[config.mk]
export PLATFORM = sky130hd
export DESIGN_NAME = mips_cpu_muldiv_flat
export DESIGN_NICKNAME = d
export VERILOG_FILES = /design/src/rtl/mips_cpu_muldiv_if.sv /design/src/rtl/mips_cpu_muldiv.sv /design/src/flat_wrapper.sv
export SDC_FILE = /design/constraint.sdc
export NUM_CORES = 1
export LEC_CHECK = 0
export ABC_CLOCK_PERIOD_IN_PS = 3400
export BUFFER_PORTS_ARGS = -buffer_cell sky130_fd_sc_hd__clkbuf_2
export CAP_MARGIN = 20
export CORE_MARGIN = 8
export CORE_UTILIZATION = 25
export CTS_CLUSTER_DIAMETER = 200
export DETAILED_ROUTE_END_ITERATION = 10
export GPL_ROUTABILITY_DRIVEN = 0
export GPL_TIMING_DRIVEN = 1
export PLACE_DENSITY_LB_ADDON = 0.05
export SYNTH_ARGS = -nofsm -noshare
export SYNTH_HDL_FRONTEND = slang
export SYNTH_SLANG_ARGS = --single-unit
[constraint.sdc]
create_clock -name clk -period 3.4 [get_ports clk]
set_input_delay 0.17 -clock clk [delete_from_list [all_inputs] [get_ports clk]]
set_output_delay 0.17 -clock clk [all_outputs]
set_load 0.005 [all_outputs]
[src/rtl/mips_cpu_muldiv_if.sv]
`default_nettype none
// ============================================================================
//  Module      : mips_cpu_muldiv_if
//  Description : Request/response bundle between the execute stage and the
//                multiply/divide unit.
//                master (core side) drives start/op/a/b and the MTHI/MTLO
//                write port; slave (mips_cpu_muldiv) returns busy/done,
//                div_zero and the architectural HI/LO values.
//  Ports       : start, op[1:0], a, b, hi_wr_en, lo_wr_en, wr_data  (core -> unit)
//                busy, done, div_zero, hi, lo                        (unit -> core)
//  Revision    : 1.0  initial release
// ============================================================================
interface mips_cpu_muldiv_if #(
    parameter int WIDTH = 32
);
    logic             start;
    logic [1:0]       op;
    logic [WIDTH-1:0] a;
    logic [WIDTH-1:0] b;
    logic             hi_wr_en;
    logic             lo_wr_en;
    logic [WIDTH-1:0] wr_data;
    logic             busy;
    logic             done;
    logic             div_zero;
    logic [WIDTH-1:0] hi;
    logic [WIDTH-1:0] lo;

    modport master (
        output start, op, a, b, hi_wr_en, lo_wr_en, wr_data,
        input  busy, done, div_zero, hi, lo
    );

    modport slave (
        input  start, op, a, b, hi_wr_en, lo_wr_en, wr_data,
        output busy, done, div_zero, hi, lo
    );
endinterface
`default_nettype wire

[src/rtl/mips_cpu_muldiv.sv]
`default_nettype none
// ============================================================================
//  Module      : mips_cpu_muldiv
//  Description : Multi-cycle multiply/divide unit owning the HI/LO registers.
//                Shift-add multiplier and restoring divider working on operand
//                magnitudes; signs are applied in a final FIX cycle.
//                Optional single-cycle array product for MULT/MULTU.
//  Ports       : clk, reset (sync, active high)
//                bus (mips_cpu_muldiv_if.slave): start/op/a/b request,
//                hi_wr_en/lo_wr_en/wr_data (MTHI/MTLO), busy, done,
//                div_zero, hi, lo
//  Revision    : 1.0  initial release
// ============================================================================
module mips_cpu_muldiv #(
    parameter int WIDTH    = 32,
    parameter bit FAST_MUL = 1'b0
) (
    input  wire logic         clk,
    input  wire logic         reset,
    mips_cpu_muldiv_if.slave  bus
);
    localparam int              c_CW   = $clog2(WIDTH) + 1;
    localparam logic [c_CW-1:0] c_LAST = c_CW'(WIDTH - 1);
    localparam logic [c_CW-1:0] c_ONE  = c_CW'(1);

    localparam logic [1:0] c_IDLE = 2'd0;
    localparam logic [1:0] c_CALC = 2'd1;
    localparam logic [1:0] c_FIX  = 2'd2;

    logic [1:0]       r_state, w_next_state;
    logic [c_CW-1:0]  r_count;
    logic             r_is_div, r_neg_q, r_neg_r, r_b_zero;
    // Multiply: {r_hi_work, r_lo_work} is the product accumulator, r_lo_work
    // starts as the multiplier and is shifted out LSB first.
    // Divide: r_hi_work is the partial remainder, r_lo_work starts as the
    // dividend and fills with quotient bits from the right.
    logic [WIDTH-1:0] r_hi_work, r_lo_work, r_opnd;
    logic             r_busy, r_done, r_div_zero;
    logic [WIDTH-1:0] r_hi, r_lo;

    // ---------------- acceptance and operand magnitudes ----------------
    logic             w_accept, w_signed, w_a_neg, w_b_neg, w_is_mul;
    logic [WIDTH-1:0] w_a_mag, w_b_mag;

    assign w_accept = bus.start && (r_state == c_IDLE);
    assign w_signed = ~bus.op[0];
    assign w_is_mul = ~bus.op[1];
    assign w_a_neg  = w_signed & bus.a[WIDTH-1];
    assign w_b_neg  = w_signed & bus.b[WIDTH-1];
    assign w_a_mag  = w_a_neg ? -bus.a : bus.a;
    assign w_b_mag  = w_b_neg ? -bus.b : bus.b;

    logic [2*WIDTH-1:0] w_fast_prod;
    generate
        if (FAST_MUL) begin : g_fast_mul
            assign w_fast_prod = {{WIDTH{1'b0}}, w_a_mag} * {{WIDTH{1'b0}}, w_b_mag};
        end else begin : g_iter_mul
            assign w_fast_prod = '0;
        end
    endgenerate

    // ---------------- iteration datapath ----------------
    logic [WIDTH:0]     w_add, w_shift, w_diff;
    logic [2*WIDTH-1:0] w_prod, w_prod_fix;
    logic [WIDTH-1:0]   w_rem_fix, w_quo_fix;

    assign w_add   = r_lo_work[0] ? ({1'b0, r_hi_work} + {1'b0, r_opnd}) : {1'b0, r_hi_work};
    assign w_shift = {r_hi_work, r_lo_work[WIDTH-1]};
    // Top bit of the (WIDTH+1)-bit difference is the borrow: set means the
    // divisor did not fit and the shifted remainder is restored.
    assign w_diff  = w_shift - {1'b0, r_opnd};

    assign w_prod     = {r_hi_work, r_lo_work};
    assign w_prod_fix = r_neg_q ? -w_prod : w_prod;
    // With b=0 the remainder ends up equal to |a|, so the sign fix restores
    // a exactly; only the quotient needs forcing to all ones.
    assign w_rem_fix  = r_neg_r ? -r_hi_work : r_hi_work;
    assign w_quo_fix  = r_b_zero ? '1 : (r_neg_q ? -r_lo_work : r_lo_work);

    // ---------------- FSM ----------------
    always_ff @(posedge clk) begin
        if (reset) r_state <= c_IDLE;
        else       r_state <= w_next_state;
    end

    always_comb begin
        w_next_state = r_state;
        case (r_state)
            c_IDLE: if (w_accept) w_next_state = (FAST_MUL && w_is_mul) ? c_FIX : c_CALC;
            c_CALC: if (r_count == c_LAST) w_next_state = c_FIX;
            c_FIX:  w_next_state = c_IDLE;
            default: w_next_state = c_IDLE;
        endcase
    end

    // ---------------- datapath and architectural registers ----------------
    always_ff @(posedge clk) begin
        if (reset) begin
            r_count    <= '0;
            r_is_div   <= 1'b0;
            r_neg_q    <= 1'b0;
            r_neg_r    <= 1'b0;
            r_b_zero   <= 1'b0;
            r_hi_work  <= '0;
            r_lo_work  <= '0;
            r_opnd     <= '0;
            r_busy     <= 1'b0;
            r_done     <= 1'b0;
            r_div_zero <= 1'b0;
            r_hi       <= '0;
            r_lo       <= '0;
        end else begin
            r_done <= 1'b0;
            r_busy <= (w_next_state != c_IDLE);
            case (r_state)
                c_IDLE: begin
                    if (w_accept) begin
                        r_is_div   <= bus.op[1];
                        r_neg_q    <= w_a_neg ^ w_b_neg;
                        r_neg_r    <= w_a_neg;
                        r_b_zero   <= bus.op[1] && (bus.b == '0);
                        r_div_zero <= 1'b0;
                        r_count    <= '0;
                        if (bus.op[1]) begin
                            r_hi_work <= '0;
                            r_lo_work <= w_a_mag;
                            r_opnd    <= w_b_mag;
                        end else if (FAST_MUL) begin
                            {r_hi_work, r_lo_work} <= w_fast_prod;
                            r_opnd                 <= w_a_mag;
                        end else begin
                            r_hi_work <= '0;
                            r_lo_work <= w_b_mag;
                            r_opnd    <= w_a_mag;
                        end
                    end else begin
                        // MTHI/MTLO only land when no operation is starting.
                        if (bus.hi_wr_en) r_hi <= bus.wr_data;
                        if (bus.lo_wr_en) r_lo <= bus.wr_data;
                    end
                end
                c_CALC: begin
                    r_count <= r_count + c_ONE;
                    if (r_is_div) begin
                        if (!w_diff[WIDTH]) begin
                            r_hi_work <= w_diff[WIDTH-1:0];
                            r_lo_work <= {r_lo_work[WIDTH-2:0], 1'b1};
                        end else begin
                            r_hi_work <= w_shift[WIDTH-1:0];
                            r_lo_work <= {r_lo_work[WIDTH-2:0], 1'b0};
                        end
                    end else begin
                        {r_hi_work, r_lo_work} <= {w_add, r_lo_work[WIDTH-1:1]};
                    end
                end
                c_FIX: begin
                    r_done <= 1'b1;
                    if (r_is_div) begin
                        r_hi       <= w_rem_fix;
                        r_lo       <= w_quo_fix;
                        r_div_zero <= r_b_zero;
                    end else begin
                        {r_hi, r_lo} <= w_prod_fix;
                    end
                end
                default: ;
            endcase
        end
    end

    assign bus.busy     = r_busy;
    assign bus.done     = r_done;
    assign bus.div_zero = r_div_zero;
    assign bus.hi       = r_hi;
    assign bus.lo       = r_lo;
endmodule
`default_nettype wire

[src/flat_wrapper.sv]
// flat-port wrapper written by rule: the top's interface ports become plain ports
module mips_cpu_muldiv_flat 
#(
    parameter int WIDTH    = 32,
    parameter bit FAST_MUL = 1'b0
)
  (clk, reset, bus_start, bus_op, bus_a, bus_b, bus_hi_wr_en, bus_lo_wr_en, bus_wr_data, bus_busy, bus_done, bus_div_zero, bus_hi, bus_lo);
  mips_cpu_muldiv_if #(.WIDTH(WIDTH)) bus_i ();
  input  wire logic clk;
  input  wire logic reset;
  input wire logic [$bits(bus_i.start)-1:0] bus_start;
  input wire logic [$bits(bus_i.op)-1:0] bus_op;
  input wire logic [$bits(bus_i.a)-1:0] bus_a;
  input wire logic [$bits(bus_i.b)-1:0] bus_b;
  input wire logic [$bits(bus_i.hi_wr_en)-1:0] bus_hi_wr_en;
  input wire logic [$bits(bus_i.lo_wr_en)-1:0] bus_lo_wr_en;
  input wire logic [$bits(bus_i.wr_data)-1:0] bus_wr_data;
  output wire logic [$bits(bus_i.busy)-1:0] bus_busy;
  output wire logic [$bits(bus_i.done)-1:0] bus_done;
  output wire logic [$bits(bus_i.div_zero)-1:0] bus_div_zero;
  output wire logic [$bits(bus_i.hi)-1:0] bus_hi;
  output wire logic [$bits(bus_i.lo)-1:0] bus_lo;
  assign bus_i.start = bus_start;
  assign bus_i.op = bus_op;
  assign bus_i.a = bus_a;
  assign bus_i.b = bus_b;
  assign bus_i.hi_wr_en = bus_hi_wr_en;
  assign bus_i.lo_wr_en = bus_lo_wr_en;
  assign bus_i.wr_data = bus_wr_data;
  assign bus_busy = bus_i.busy;
  assign bus_done = bus_i.done;
  assign bus_div_zero = bus_i.div_zero;
  assign bus_hi = bus_i.hi;
  assign bus_lo = bus_i.lo;
  mips_cpu_muldiv #(.WIDTH(WIDTH), .FAST_MUL(FAST_MUL)) u_core (.clk(clk), .reset(reset), .bus(bus_i));
endmodule
==> results.toml, run 1 <==
[outcome]
outcome = "finished, final reports clean"

[logic_synthesis]
synth_edf_count = 0
yosys_warnings = 0
synth_compound_area_share_pct = 29.1
synth_cell_types = 87
synth_nets = 2300
synth_adder_area_share_pct = 5.80
yosys.area_share.simple_pct = 21.0
synth_xor_area_share_pct = 9.17
synth.cell_area_mm2 = 0.0156
synth.avg_cell_area_um2 = 7.33
syn-instance-count = 2126
yosys-mux-area-fraction_pct = 6.35
yosysTopAreaCellShare_pct = 22.5
async_reset_ff_share_pct = 0
synth_seq_cells = 175
yosysSeqAreaShare_pct = 22.5
synthTopCellsByArea = "dfxtp_1 (22%), a21oi_1 (6.9%), mux2i_1 (5.8%)"
synth_top_family_by_area = "compound AO/OA/AOI/OAI gates"
synth_flop_cell = "dfxtp_1"
yosys.area.top_type = "dfxtp_1"

[critical_path]
cp-end-kind = "register"
cp_cell_sequence = "inv_1 -> ha_1 -> a21o_1 -> or3_4 -> o21ai_4 -> o211ai_1 -> o21a_2 -> o311ai_4 -> buf_4 -> buf_12 -> mux2i_1 -> a21oi_1 -> a22o_1"
cp_slowest_cell = "o311ai_4"
path_buf_inv = 3
crit_family = "compound AO/OA/AOI/OAI gates"
critical_path_required_ns = 3.79
criticalPathCategory = "reg2reg"
arrival_ns = 3.62
worst-path-stages = 13
cp_max_fo = 16
reg2regPathDepth = 13
start_kind = "register"
slowest_delay_ns = 0.39

[global_route]
grt_overflow = 0
grt_start_max_net_pins = 72
grt_pass1_wl_um = 112000
antenna_found_initial = 1
groute.usage.overall_pct = 20.9
grt_pass1_vias = 16500

[floorplanning]
die_height_um = 266
fp.coreArea_mm2 = 0.0617
die_w_um = 266
ioPinCount = 170
start_util_pct = 25.2
rows = 91
dieArea_mm2 = 0.0705

[sta]
worst_pin_slew_ns = 1.19
period_minus_slack_ns = 3.23
finalHoldViolCount = 0
finClkSkew_ns = 0.0170
fin_ws_ns = 0.172
timing.fmax_ghz = 0.310
rsz0062_at_grt = "yes"
slew_viol_final = 0
fin_hold_ws_ns = 0.0355
slew_headroom_pct = 20.9
setup_viol = 0
period_share_pct = 94.9

[detailed_routing]
routed_wl_um = 75400
vias_per_cell = 5.32
postRouteAntennaNets = 0
drc = 0
first_pass_iters = 7
first_iter_violations = 1293
vias = 16800
wire_per_inst_um = 23.9

[final_layout]
area_delta_synth_final_pct = 20.7
fin_area_mm2 = 0.0188
nets = 2479
seqCellArea_mm2 = 0.00351
multiInputGateArea_mm2 = 0.0113
fill_cells = 6895
fin_cells = 3156
drive_gt1_share_pct = 18.6

[clock_network]
cts_buffer_depth = 2
cts_max_level = 4
cts-root-buf = "clkbuf_16"
cts_tree = "built"
path_clk_slew_ns = 0.08
clock-sinks = 175
cts_made_buffers = 17
clk_latency_ns = 0.50

[placement]
numPortBuffers = 169
dp.cells = 3116
dpl_worst_slack_ns = -0.131
place_area_mm2 = 0.0180
place_hpwl_um = 60500

[hold_path]
hp-class = "in2reg"
whs_path_depth = 3

[power_and_ir_drop]
clock_power_share_pct = 30.6
p_seq_share_pct = 32.9
combPwrFrac_pct = 36.5
switchingPower_mw = 2.76
swShare_pct = 39.6
p_leak_nw = 7.83
p_int_mw = 4.21
ir_drop_v = 0.000357
p_per_area_mw_per_mm2 = 371

[flow_run]
maxCapViolations = 0
-- flip-flops by register name, summed over array words and instances (netlist names), 2 cells and up --
name              count
u_core.bus.hi        32
u_core.bus.lo        32
u_core.r_hi_work     32
u_core.r_lo_work     32
u_core.r_opnd        32
u_core.r_count        6
u_core.r_state        2
-- final timing paths --
path	endpoint	startpoint	slack, ns
min	u_core.bus.hi[10]	bus_wr_data[10]	0.04
max	u_core.r_hi_work[8]	u_core.r_opnd[5]	0.17
min reg2reg	u_core.bus.lo[24]	u_core.bus.lo[24]	0.45
max reg2reg	u_core.r_hi_work[8]	u_core.r_opnd[5]	0.17
-- placed cells by master, fill, tap and decap left out, drive strengths merged, types with 26 or more instances in the layout --
| cell | synthesis | layout |
|---|---|---|
| a211oi | 82 | 82 |
| a21o | 37 | 37 |
| a21oi | 215 | 215 |
| a31oi | 28 | 28 |
| buf | 25 | 162 |
| clkbuf | 147 | 186 |
| dfxtp | 175 | 175 |
| ha | 69 | 69 |
| inv | 73 | 83 |
| mux2i | 91 | 91 |
| nand2 | 207 | 207 |
| nand3 | 31 | 31 |
| nor2 | 225 | 225 |
| nor2b | 27 | 27 |
| nor3 | 64 | 64 |
| o211ai | 42 | 42 |
| o21ai | 87 | 87 |
| o31ai | 26 | 26 |
| xnor2 | 95 | 95 |
| xor2 | 68 | 68 |
-- stage by stage --
stage                     utilization, %  setup TNS [ns]  power, mW
after floorplan                        -               0       3.83
final                               30.5               0       6.97
after global placement              29.2          -0.166       4.84
after detailed placement            29.2          -0.165       4.83
after CTS                           30.3               0       7.01
after global routing                30.5         -0.0636       7.34
-- tightest hold or removal path, stage by stage --
cell and delay (ns):
clkbuf_2 0.10, mux2i_1 0.13, a211oi_1 0.09
-- layer usage --
metal / wire (µm) / GRT usage (%)
met4: 1430 / 5.37
met1: 37000 / 29.4
met5: 0 / 0
met2: 33900 / 33.1
met3: 3010 / 2.94
-- cell usage after synthesis, types with 11 or more instances --
library cell / count
nor2_1: 224
a21oi_1: 215
nand2_1: 207
dfxtp_1: 175
clkbuf_1: 147
xnor2_1: 95
mux2i_1: 91
a211oi_1: 82
o21ai_0: 77
inv_1: 72
ha_1: 69
xor2_1: 68
nor3_1: 63
o211ai_1: 42
a21o_1: 37
nand3_1: 31
a31oi_1: 28
nor2b_1: 27
o221ai_1: 25
o31ai_1: 25
nand2b_1: 21
and2_1: 17
or3_1: 16
nand4_1: 15
buf_1: 13
nor4_1: 12
o21a_1: 12
or2_2: 12
a22o_1: 11
a32o_1: 11
or4_1: 11
-- area by class of cell --
class	instances	share of cell area (%)
Tap cell	837	5.57
Clock inverter	14	0.852
Inverter	74	1.48
Antenna cell	1	0.0133
Clock buffer	18	2.34
Multi-Input combinational cell	1705	59.9
Sequential cell	175	18.7
Timing Repair Buffer	332	11.2
-- power by group through the flow --
stage	combinational [mW]	clock, mW	sequential [mW]
4_1_cts	2.51	2.21	2.29
6_report	2.54	2.14	2.29
2_1_floorplan	1.53	0	2.30
3_3_place_gp	2.51	0	2.34
3_5_place_dp	2.49	0	2.34
5_1_grt	2.76	2.27	2.31
-- repair_timing --
action                                  CTS  global route
hold buffers                              2             0
pin swaps                                 0             7
gates resized for setup                   2            24
cloned                                    0             0
hold endpoints to repair                  2             0
buffers inserted                          0             5
endpoints found under the setup margin    2            22
-- cells by family (layout without fill, tap and decap cells) --
group / after synthesis / count (layout)
AOI/OAI and AO/OA: 676 / 676
muxes: 98 / 98
buffers and inverters: 246 / 438
xor gates and xnor gates: 163 / 163
and+or+nand+nor: 697 / 697
adders and majority gates: 71 / 71
DFF: 175 / 175
other: 0 / 1
Power figures use the tool's default switching activity.
==> inputs of run 2 (changes only) <==
--- a/config.mk
+++ b/config.mk
@@ -5,7 +5,6 @@
 export SDC_FILE = /design/constraint.sdc
 export NUM_CORES = 1
 export LEC_CHECK = 0
-export ABC_CLOCK_PERIOD_IN_PS = 3400
 export BUFFER_PORTS_ARGS = -buffer_cell sky130_fd_sc_hd__clkbuf_2
 export CAP_MARGIN = 20
 export CORE_MARGIN = 8
==> constraint.sdc (replaced) <==
create_clock -name clk -period 3.75 [get_ports clk]
set_input_delay 0.1875 -clock clk [delete_from_list [all_inputs] [get_ports clk]]
set_output_delay 0.1875 -clock clk [all_outputs]
set_load 0.005 [all_outputs]
==> run 2 against run 1 <==
Compared with the run above:
- wire length down 0.46%
- global-route usage is 0.14 points lower
- register-to-register slack gained 0.09 ns
- clock skew is essentially flat
- setup slack improved by 0.087 ns
- sequential cell count stayed put
- die area unchanged
- power fell by 11%
- sequential power down 8%
- fmax is 7.5% lower
- critical path type unchanged
- critical endpoint is now u_core.r_lo_work[0]
- largest power group unchanged
==> results.toml, run 2 (synthesis gave the netlist of run 1 again) <==
[outcome]
outcome = "finished, final reports clean"

[final_layout]
nets = 2423
drive_gt1_share_pct = 16.0
fill_cells = 6896
final_cell_mix = "nor2_1 (221), a21oi_1 (215), nand2_1 (207), dfxtp_1 (173), clkbuf_2 (168)"
final_common_cell = "nor2_1"
antenna_cells = 0
area_delta_synth_final_pct = 17.2

[clock_network]
path_clk_slew_ns = 0.09
cts_tree = "built"
cts_setup_buffers = 0
cts-root-buf = "clkbuf_16"
clk_latency_ns = 0.50
clock-sinks = 175
cts_buffer_depth = 2
cts_made_buffers = 17
cts_max_level = 4

[detailed_routing]
vias_per_cell = 5.33
postRouteAntennaNets = 0
drc = 0
first_pass_iters = 5
routed_wl_um = 75000
vias = 16500
first_iter_violations = 1204
wire_per_inst_um = 24.2

[sta]
finClkSkew_ns = 0.0172
period_share_pct = 93.1
rsz0062_at_grt = "no"
tns_ns = 0
worst_pin_slew_ns = 1.04
finalHoldViolCount = 0
period_minus_slack_ns = 3.49
slew_viol_final = 0
timing.fmax_ghz = 0.286
slew_headroom_pct = 30.9
fin_hold_ws_ns = 0.0441
setup_viol = 0

[placement]
place_hpwl_um = 59800
numPortBuffers = 169

[global_route]
groute.usage.overall_pct = 20.7
use_met3_pct = 2.95
antenna_found_initial = 1
grt_pass1_vias = 16000
busiest_layer = "met2"
grt_overflow = 0
grt_start_max_net_pins = 78
grt_pass1_wl_um = 110000
grt_util_met1_pct = 29.1
met2_usage_pct = 33.2

[hold_path]
whs_path_depth = 3
hp-class = "in2reg"
min_to = "u_core.bus.hi[6]"
worstHoldStart = "bus_wr_data[6]"

[power_and_ir_drop]
ir_drop_v = 0.000258
p_leak_nw = 7.53
clock_power_share_pct = 30.6
p_int_mw = 3.70
swShare_pct = 40.1
p_per_area_mw_per_mm2 = 339
p_seq_share_pct = 33.9
switchingPower_mw = 2.48
combPwrFrac_pct = 35.5

[critical_path]
cp-end-kind = "register"
crit_start = "u_core.r_hi_work[0]"
arrival_ns = 3.82
reg2regPathDepth = 12
start_kind = "register"
r2r_end = "u_core.r_lo_work[0]"
critical_path_required_ns = 4.08
reg2reg_slack_ns = 0.26
reg2reg_from = "u_core.r_hi_work[0]"
cp_max_fo = 18
criticalPathCategory = "reg2reg"

[floorplanning]
die_height_um = 266
start_util_pct = 25.2
ioPinCount = 170
die_w_um = 266
fp.coreArea_mm2 = 0.0617
rows = 91
dieArea_mm2 = 0.0705

[flow_run]
maxCapViolations = 0
[run 2: changes by cell type in the layout (fill, tap and decap cells not counted), sizes merged]
cell / previous run / this run
diode: 1 / 0
clkinvlp: 1 / 2
buf: 162 / 107
clkinv: 3 / 2
clkbuf: 186 / 188
dlygate4sd3: 2 / 1
inv: 83 / 82
bufinv: 1 / 0
[run 2: critical path, cell delays in order (launching register included)]
cell	delay (ns)
dfxtp_1	0.34
buf_4	0.17
inv_1	0.09
fa_1	0.43
nand2b_1	0.19
a21oi_1	0.31
o21ai_2	0.15
o211ai_1	0.25
o21a_1	0.25
o311ai_4	0.15
buf_4	0.26
nand2b_1	0.22
a211oi_1	0.51
[run 2: repair_timing]
action,CTS,global route
endpoints found under the hold margin,1,0
resized for setup,0,3
hold buffers,1,0
endpoints found under the setup margin,0,8
[run 2: final cells by class]
| type | instances | area [µm²] | share of cell area [%] |
|---|---|---|---|
| sequential | 175 | 3510 | 19.2 |
| tap | 837 | 1050 | 5.74 |
| inverter | 74 | 278 | 1.52 |
| clock buffer | 20 | 468 | 2.56 |
| multi-input combinational | 1705 | 11200 | 61.2 |
| clock inverter | 12 | 110 | 0.603 |
| timing repair buffer | 276 | 1670 | 9.13 |
[run 2: layer usage]
layer	part of all wire, %	vias to the layer above
met4	1.9	0
met3	3.8	56
met2	45	443
met5	0	-
li1	-	7993
met1	49	8038
[run 2: power by group through the flow]
stage | logic (mW) | clock network (mW) | registers, mW
finish | 2.19 | 1.90 | 2.10
global placement | 2.20 | 0 | 2.14
floorplan | 1.39 | 0 | 2.08
CTS | 2.20 | 1.95 | 2.09
global route | 2.39 | 2.02 | 2.11
detailed placement | 2.19 | 0 | 2.14
[run 2: worst max-delay path by stage]
stage / slack, ns / cells after the start / endpoint
floorplan: 0.70 / 12 / u_core.r_hi_work[22]
global placement: 0.02 / 14 / u_core.r_hi_work[29]
detailed placement: 0.08 / 13 / u_core.r_hi_work[27]
CTS: 0.05 / 14 / u_core.r_hi_work[29]
global route: 0.02 / 13 / u_core.r_hi_work[19]
finish: 0.26 / 12 / u_core.r_lo_work[0]
[run 2: metrics by stage]
| stage | std cells | worst slack, ns | power (mW) | util (%) | area [µm²] |
|---|---|---|---|---|---|
| floorplan | 2126 | 0.703 | 3.47 | - | 15600 |
| global placement | 3066 | 0.0245 | 4.34 | 28.6 | 17700 |
| detailed placement | 3066 | 0.0756 | 4.32 | 28.6 | 17700 |
| CTS | 3099 | 0.0479 | 6.24 | 29.6 | 18200 |
| global route | 3099 | 0.0184 | 6.52 | 29.6 | 18300 |
| finish | 3099 | 0.259 | 6.19 | 29.6 | 18300 |
==> inputs of run 3 (changes only) <==
--- a/config.mk
+++ b/config.mk
@@ -5,6 +5,7 @@
 export SDC_FILE = /design/constraint.sdc
 export NUM_CORES = 1
 export LEC_CHECK = 0
+export ABC_AREA = 1
 export BUFFER_PORTS_ARGS = -buffer_cell sky130_fd_sc_hd__clkbuf_2
 export CAP_MARGIN = 20
 export CORE_MARGIN = 8
==> run 3 against run 2 <==
Compared with the run above:
- clock skew grew 0.0052 ns
- critical path type unchanged
- critical path depth grew 3
- largest power group unchanged
- cell area grew 14%
- count of clock-buffer cells in the layout shrank 3
- cell count grew 40%
- die area grew 15%
- sequential power grew 3%
- global-route usage grew 0.72 points
- fmax grew 20%
- power grew 15%
- largest cell class unchanged
- register-to-register slack gained 0.58 ns
- first-iteration DRC count grew 49%
==> results.toml, run 3 <==
[outcome]
outcome = "finished, final reports clean"

[floorplanning]
rows = 98
dieArea_mm2 = 0.0814
start_util_pct = 25.3
fp.coreArea_mm2 = 0.0716
ioPinCount = 170
die_w_um = 285
die_height_um = 285

[sta]
timing.fmax_ghz = 0.343
tns_ns = 0
finClkSkew_ns = 0.0224
fin_ws_ns = 0.839
period_minus_slack_ns = 2.91
fin_hold_ws_ns = 0.0507
rsz0062_at_grt = "no"
period_share_pct = 77.6
slew_viol_final = 0
setup_viol = 0
slew_headroom_pct = 38.6
finalHoldViolCount = 0
worst_pin_slew_ns = 0.919

[critical_path]
criticalPathCategory = "reg2reg"
cp_common_cell = "nand2_1"
reg2reg_slack_ns = 0.84
arrival_ns = 3.28
critical_path_required_ns = 4.11
r2r_end = "u_core.r_lo_work[0]"
start_kind = "register"
cp_slowest_cell = "dfxtp_1"
cp_max_fo = 33
path_buf_inv = 2
crit_family = "simple AND/OR/NAND/NOR gates"
reg2reg_from = "u_core.r_lo_work[31]"
cp_cell_sequence = "inv_1 -> ha_1 -> fa_1 -> inv_1 -> nand2_1 -> nand2_1 -> nand3_1 -> nand2_2 -> nand2_1 -> nand2_2 -> nand2_4 -> nand3_4 -> nand2_8 -> o21ai_0 -> a31oi_1"
cp-end-kind = "register"
reg2regPathDepth = 15
slowest_delay_ns = 0.52

[final_layout]
final_common_cell = "nand2_1"
fin_cells = 4343
area_delta_synth_final_pct = 14.3
antenna_cells = 0
drive_gt1_share_pct = 9.87
nets = 3554
final_cell_mix = "nand2_1 (1011), inv_1 (469), nand3_1 (278), a21oi_1 (255), nor2_1 (238)"

[global_route]
grt_overflow = 0
grt_pass1_wl_um = 133000
groute.usage.overall_pct = 21.5
antenna_found_initial = 2
grt_start_max_net_pins = 86
grt_pass1_vias = 20300

[power_and_ir_drop]
ir_drop_v = 0.000363
p_leak_nw = 10.2
p_per_area_mw_per_mm2 = 344

[logic_synthesis]
synth.cell_area_mm2 = 0.0181
yosys_warnings = 0
synth_nets = 3441
synthTopCellsByArea = "nand2_1 (21%), dfxtp_1 (19%), inv_1 (9.7%)"
yosysTopAreaCellShare_pct = 20.9
synth_edf_count = 0
syn-instance-count = 3267
synth_flop_cell = "dfxtp_1"
synth_cell_types = 50
synth.avg_cell_area_um2 = 5.55
async_reset_ff_share_pct = 0
synth_commonest_cells = "nand2_1 (1011), inv_1 (470), nand3_1 (278)"
yosys.area.top_type = "nand2_1"
yosysSeqAreaShare_pct = 19.3
synth_seq_cells = 175
yosysMostFrequentCell = "nand2_1"

[detailed_routing]
postRouteAntennaNets = 0
first_pass_iters = 5
vias = 21300
first_iter_violations = 1795
drc = 0
wire_per_inst_um = 20.9
routed_wl_um = 90700
vias_per_cell = 4.91

[hold_path]
min_to = "u_core.bus.lo[21]"
whs_path_depth = 3
worstHoldStart = "bus_wr_data[21]"
hp-class = "in2reg"

[clock_network]
path_clk_slew_ns = 0.09
cts_buffer_depth = 2
cts_resized = 0
cts_tree = "built"
clock-sinks = 175
clk_latency_ns = 0.50
cts-root-buf = "clkbuf_16"
cts_made_buffers = 17
cts_max_level = 4

[placement]
dp.cells = 4303
place_hpwl_um = 74200
numPortBuffers = 169
dpl_worst_slack_ns = 0.785

[flow_run]
maxCapViolations = 0
==> run 3: area by class of cell <==
class	count	area, µm²
well taps	950	1190
clock buffers	17	425
fillers	8328	50900
inverters	483	1820
flip-flops and latches	175	3510
multi-input cells	2480	12300
repair buffers	223	1280
clock inverters	15	223
==> run 3: cell families after synthesis <==
group,synth area share [%]
xor+xnor,3.43
fa+ha+maj,4.98
simple gates,39.0
compound gates,20.2
buf+inv,13.0
flops,19.3
==> run 3: report_power, final <==
part	internal (mW)	switching, mW
registers	1.98	0.183
clock network	0.948	1.11
logic	0.891	2.03
==> run 3: how the worst max path moves through the flow <==
| stage | startpoint | end | slack [ns] | cells after the start |
|---|---|---|---|---|
| 2_1_floorplan | u_core.r_lo_work[31] | u_core.r_hi_work[14] | 1.28 | 19 |
| 3_3_place_gp | u_core.r_hi_work[13] | u_core.r_lo_work[0] | 0.80 | 13 |
| 3_5_place_dp | u_core.r_lo_work[31] | u_core.r_lo_work[0] | 0.78 | 15 |
| 4_1_cts | u_core.r_lo_work[31] | u_core.r_lo_work[0] | 0.77 | 15 |
| 5_1_grt | u_core.r_lo_work[31] | u_core.r_lo_work[0] | 0.55 | 15 |
| 6_report | u_core.r_lo_work[31] | u_core.r_lo_work[0] | 0.84 | 15 |
==> run 3: stage by stage <==
step / area [µm²] / utilization [%] / power (mW)
floorplan: 18100 / - / 4.10
detailed placement: 20000 / 27.9 / 5.12
global placement: 20000 / 27.9 / 5.12
CTS: 20700 / 28.9 / 7.22
global route: 20700 / 28.9 / 7.62
finish: 20700 / 28.9 / 7.14
==> run 3: tightest hold or removal path, cell delays in order <==
cell and delay (ns):
clkbuf_2 0.11, a21oi_1 0.08, a21oi_1 0.13
==> run 3: per-layer routing <==
layer | GRT usage (%) | vias to the layer above | share of wire [%]
met2 | 36.5 | 611 | 47
met5 | 0 | - | 0
met1 | 28.0 | 9833 | 45
li1 | - | 10800 | -
met3 | 2.53 | 97 | 4.4
met4 | 7.14 | 0 | 3.2
==> run 3: timing repair <==
action,4_1_cts,5_1_grt
hold buffers,8,0
hold endpoints to repair,9,0
buffers inserted,0,0
